`config.mk`:
```
export PLATFORM = sky130hd
export DESIGN_NAME = seq_dpa
export DESIGN_NICKNAME = d
export VERILOG_FILES = /design/src/rtl/seq_dpa.sv
export SDC_FILE = /design/constraint.sdc
export NUM_CORES = 1
export LEC_CHECK = 0
export CORE_MARGIN = 2
export CORE_UTILIZATION = 39
export DETAILED_ROUTE_END_ITERATION = 16
export GPL_TIMING_DRIVEN = 0
export PLACE_DENSITY = 0.68
export SLEW_MARGIN = 20
export SYNTH_ARGS = -nofsm -noshare
export SYNTH_HDL_FRONTEND = slang
export SYNTH_SLANG_ARGS = --single-unit
```
`constraint.sdc`:
```
create_clock -name clk -period 5.65 [get_ports clk]
set_input_delay 1.695 -clock clk [delete_from_list [all_inputs] [get_ports clk]]
set_output_delay 1.695 -clock clk [all_outputs]
set_load 0.03 [all_outputs]
```
`src/rtl/seq_dpa.sv`:
```
// Sequential chunked add/sub: N/W cycles from accept to out_valid, result held until out_ready.
// in_ready only while idle; optional accumulator feedback with SEQ_DPA_ACCUM_EN.
module seq_dpa #(
  parameter int N = 64,
  parameter int W = 16
) (
  input  logic         clk,
  input  logic         rst,
  input  logic [N-1:0] a,
  input  logic [N-1:0] b,
  input  logic         cin,
  input  logic         sub,
  input  logic         signed_en,
  input  logic         in_valid,
  output logic         in_ready,
  output logic         out_valid,
  input  logic         out_ready,
`ifdef SEQ_DPA_ACCUM_EN
  input  logic         acc_en,
  input  logic         acc_clr,
`endif
  output logic [N-1:0] final_sum,
  output logic         cout,
  output logic         negative_flag,
  output logic         overflow_flag,
  output logic         zero_flag
);

  localparam int NCH = N / W;
  localparam int KW  = (NCH > 1) ? $clog2(NCH) : 1;

  typedef enum logic [1:0] {IDLE, RUN, DONE} state_t;

  state_t         state, state_nxt;
  logic [N-1:0]   a_q, b_q, raw_sum;
  logic           carry_q, c_msb_q, sub_q, signed_q;
  logic [KW-1:0]  k_q;
  logic           accept, handshake, last_chunk;
  logic [N-1:0]   a_sel;
  logic [W-1:0]   a_ch, b_ch;
  logic [W:0]     ch_sum;
  logic [W-1:0]   low_sum;
  int             base;

  assign accept     = in_valid && in_ready;
  assign handshake  = out_valid && out_ready;
  assign last_chunk = (k_q == KW'(NCH - 1));

`ifdef SEQ_DPA_ACCUM_EN
  logic [N-1:0] acc_q;

  assign a_sel = acc_en ? acc_q : a;

  always_ff @(posedge clk) begin
    if (rst || acc_clr)
      acc_q <= '0;
    else if (handshake)
      acc_q <= raw_sum;
  end
`else
  assign a_sel = a;
`endif

  always_ff @(posedge clk) begin
    if (rst)
      state <= IDLE;
    else
      state <= state_nxt;
  end

  always_comb begin
    state_nxt = state;
    case (state)
      IDLE:    if (accept) state_nxt = RUN;
      RUN:     if (last_chunk) state_nxt = DONE;
      DONE:    if (handshake) state_nxt = IDLE;
      default: state_nxt = IDLE;
    endcase
  end

  always_comb begin
    in_ready  = 1'b0;
    out_valid = 1'b0;
    case (state)
      IDLE:    in_ready  = 1'b1;
      DONE:    out_valid = 1'b1;
      default: ;
    endcase
  end

  assign base = int'(k_q) * W;
  assign a_ch = a_q[base +: W];
  assign b_ch = b_q[base +: W];
  assign ch_sum  = {1'b0, a_ch} + {1'b0, b_ch} + {{W{1'b0}}, carry_q};
  // Same chunk without its top bit: bit W-1 is the carry into that top bit.
  assign low_sum = {1'b0, a_ch[W-2:0]} + {1'b0, b_ch[W-2:0]} + {{(W-1){1'b0}}, carry_q};

  always_ff @(posedge clk) begin
    if (rst) begin
      a_q      <= '0;
      b_q      <= '0;
      raw_sum  <= '0;
      carry_q  <= 1'b0;
      c_msb_q  <= 1'b0;
      sub_q    <= 1'b0;
      signed_q <= 1'b0;
      k_q      <= '0;
    end else if (accept) begin
      a_q      <= a_sel;
      b_q      <= sub ? ~b : b;
      carry_q  <= sub ? 1'b1 : cin;
      sub_q    <= sub;
      signed_q <= signed_en;
      k_q      <= '0;
    end else if (state == RUN) begin
      raw_sum[base +: W] <= ch_sum[W-1:0];
      carry_q            <= ch_sum[W];
      if (last_chunk) begin
        c_msb_q <= low_sum[W-1];
        k_q     <= '0;
      end else begin
        k_q     <= k_q + 1'b1;
      end
    end
  end

  assign final_sum     = (signed_q && raw_sum[N-1]) ? (~raw_sum + N'(1)) : raw_sum;
  assign cout          = carry_q;
  assign negative_flag = signed_q & raw_sum[N-1];
  assign overflow_flag = signed_q ? (c_msb_q ^ carry_q) : (sub_q ? ~carry_q : carry_q);
  assign zero_flag     = (final_sum == '0);

endmodule
```
==> results.toml <==
[status]
status = "completed"

[sta]
whs_ns = 0.4542
worst_slack_ns = 0.06693
drv_slew = 0
period_minus_slack_ns = 5.583
finalHoldViolCount = 0
skew_ns = 0.007990
rsz0062_at_grt = "yes"
fin_crit_sh_pct = 98.82
setup_violations = 0
tightest_slew_ns = 1.116
fmax_ghz = 0.1791
slew_headroom_pct = 24.91

[synthesis]
synth_area_leader_cell = "dfxtp_1"
synthXorXnorAreaFrac_pct = 10.12
synthCells = 1361
synth.distinct_cells = 74
netlist_area_um2 = 11420
ys_async_sr_fraction_pct = 0
avgSynthCellArea_um2 = 8.391
synth_warnings = 0
yosys-top-cells-area = "dfxtp_1, xnor2_1, mux4_2"
post_synth_mux_area_share_pct = 6.673
synth_top_family_by_area = "simple AND/OR/NAND/NOR gates"
synth_edf_count = 0
synth_nets = 1521
synth_top_area_share_pct = 35.06
synth_compound_area_share_pct = 19.66
synthFlopType = "dfxtp_1"
yosys.area_share.simple_pct = 20.83
ys_seq_elements = 200
yosysSeqAreaShare_pct = 35.06
synth_fa_ha_area_share_pct = 2.871

[placed_design]
post-place-ws_ns = -0.2182
gp_congestion = 0.9138
port_buffers = 202
dp_hpwl_um = 30620

[pwr]
p_leak_nw = 5.410
p_per_area_nw_per_um2 = 259.6
ir_drop_mv = 0.2224
finalPower_w = 0.003805

[cts]
postCtsHoldBufs = 0
clkTransAtPathRegs_ns = 0.07
numCtsBuffers = 17
htree_levels = 4
insertion_delay_ns = 0.44
cts_root_buffer = "clkbuf_16"
tritoncts = "yes"
cts_buffer_depth = 2
cts.sinks = 200

[routing]
wl_um = 38290
avgRoutedWirePerCell_um = 19.33
vias = 11157
drtIter0Drc = 842
dr.pass1.iters = 6
route.detailed.drc = 0
viasPerCell = 5.632
ant_nets = 0

[global_routing]
antenna_found_initial = 0
grt_pass1_vias = 10684
grt_pass1_wl_um = 59640
grt_max_degree = 18
grt.total_usage_pct = 24.65
overflow = 0

[min_path]
hold_class = "flop to flop"

[floorplanning]
start_util_pct = 39.68
placeableCoreArea_um2 = 28780
ios = 205
die_height_um = 175.1
dieArea_um2 = 30670
num_rows = 62
die_w_um = 175.1

[layout]
syn2layout_area_growth_pct = 28.36
n_antenna_cell = 0
fillers = 2723
layout-drive-gt1-share_pct = 7.451
final_nets = 1744

[setup_path]
path_class = "flop to primary output"
startpoint_type = "flop"
crit_fanout = 10
worstPathRequired_ns = 3.95
crit_arrival_ns = 3.89
cp-end-kind = "primary output"

[job]
maxCapViolCount = 0
==> layout by cell type, fill, tap and decap left out, types with 6 or more instances in the layout <==
master and n:
a31oi_1 11, xor2_1 27, a22oi_1 65, nand3_1 11
nand2b_1 6, nor2_1 174, o31ai_1 9, clkbuf_1 100
nor3_1 35, xnor2_1 105, dfxtp_1 199, a41oi_1 7
a21oi_1 94, or3_1 7, ha_1 22, a211oi_1 67
nor2b_1 6, nand4_1 8, nand2_1 168, clkbuf_16 17
inv_1 19, clkdlybuf4s50_1 201, nor4_1 17, buf_2 9
o21ai_0 16, nor4_2 10, buf_1 9, mux4_2 32
a21o_1 6, or4_1 15
==> logic make-up (layout without fill, tap and decap cells) <==
logic type	count (synthesis)	count (layout)
flip-flops	200	200
XOR/XNOR	132	132
adder cells (fa/ha/maj)	25	25
buffers and inverters	140	376
AO/OA/AOI/OAI	326	326
multiplexers	36	36
AND/OR/NAND/NOR	502	502
==> path summary, 6_finish.rpt <==
check | startpoint | to | slack (ns) | depth (start not counted)
worst min register to register | a_q[54] | a_q[54] | 0.45 | 2
worst min-delay path | a_q[54] | a_q[54] | 0.45 | 2
worst max-delay path | signed_q | zero_flag | 0.07 | 9
worst max register to register | k_q[0] | raw_sum[45] | 0.68 | 12
==> synth_stat cells (5+ instances only) <==
library cell and number:
and4_1 5, buf_2 8, a21oi_1 94, ha_1 23
a31oi_1 11, a21o_1 6, a211oi_1 67, a22oi_1 65
nand3_1 12, nand4b_1 5, mux4_2 32, xor2_1 27
nand2_1 168, or4_1 16, xnor2_1 105, buf_1 11
a211o_1 5, clkbuf_1 100, nor2b_1 6, dfxtp_1 200
nand2b_1 6, nor2_1 176, nor3_1 38, or3_1 7
o21ai_0 16, a41oi_1 7, nand4_1 8, o211ai_1 5
inv_1 19, and2_1 5, nor4_1 25, o41ai_1 6
o31ai_1 9
==> repair_timing <==
action / CTS / global route
setup buffers: 0 / 2
pin swaps: 0 / 1
gates resized for setup: 11 / 25
setup endpoints to repair: 8 / 9
==> sequential cells by signal (all words and copies together) (netlist names) <==
signal / cells
a_q: 64
cout: 1
raw_sum: 64
k_q: 2
signed_q: 1
sub_q: 1
state: 2
b_q: 64
c_msb_q: 1
==> worst max-delay path: stages (launching register included) <==
cell,delay (ns)
dfxtp_1,0.43
nand2_1,0.29
clkbuf_1,0.45
buf_1,0.52
clkbuf_1,0.52
a21oi_1,0.08
o32ai_1,0.50
nand4b_1,0.17
nor4_2,0.28
buf_4,0.20
==> metrics by stage <==
step	area [um2]	TNS [ns]	instances	utilization, %
2_1_floorplan	11420	0	1361	-
3_3_place_gp	13920	-0.2302	1947	48.37
3_5_place_dp	13930	-0.2182	1947	48.40
4_1_cts	14530	0	1979	50.50
5_1_grt	14660	-0.04413	1981	50.93
6_report	14660	0	1981	50.93
==> area by class of cell <==
type / count / area, um2 / share of cell area [%]
multi-input combinational: 1021 / 7002 / 47.77
clock inverter: 10 / 110.1 / 0.7512
timing repair buffer: 204 / 2034 / 13.88
sequential: 200 / 4005 / 27.32
inverter: 19 / 71.32 / 0.4866
buffer: 121 / 480.5 / 3.278
clock buffer: 22 / 474.2 / 3.235
tap: 384 / 480.5 / 3.278
==> where the power goes <==
part	switching (W)	internal, W
sequential	0.0000540	0.00149
clock	0.000559	0.000653
combinational	0.000633	0.000414
total	0.00125	0.00256
==> per-layer routing <==
| layer | GRT usage (%) | vias up | wire, um |
|---|---|---|---|
| li1 | - | 5359 | - |
| met1 | 33.33 | 5239 | 17180 |
| met2 | 40.94 | 495 | 17730 |
| met3 | 3.177 | 64 | 2408 |
| met4 | 7.604 | 0 | 970 |
| met5 | 0 | - | 0 |
No activity file was read; power rests on OpenSTA's default activity.
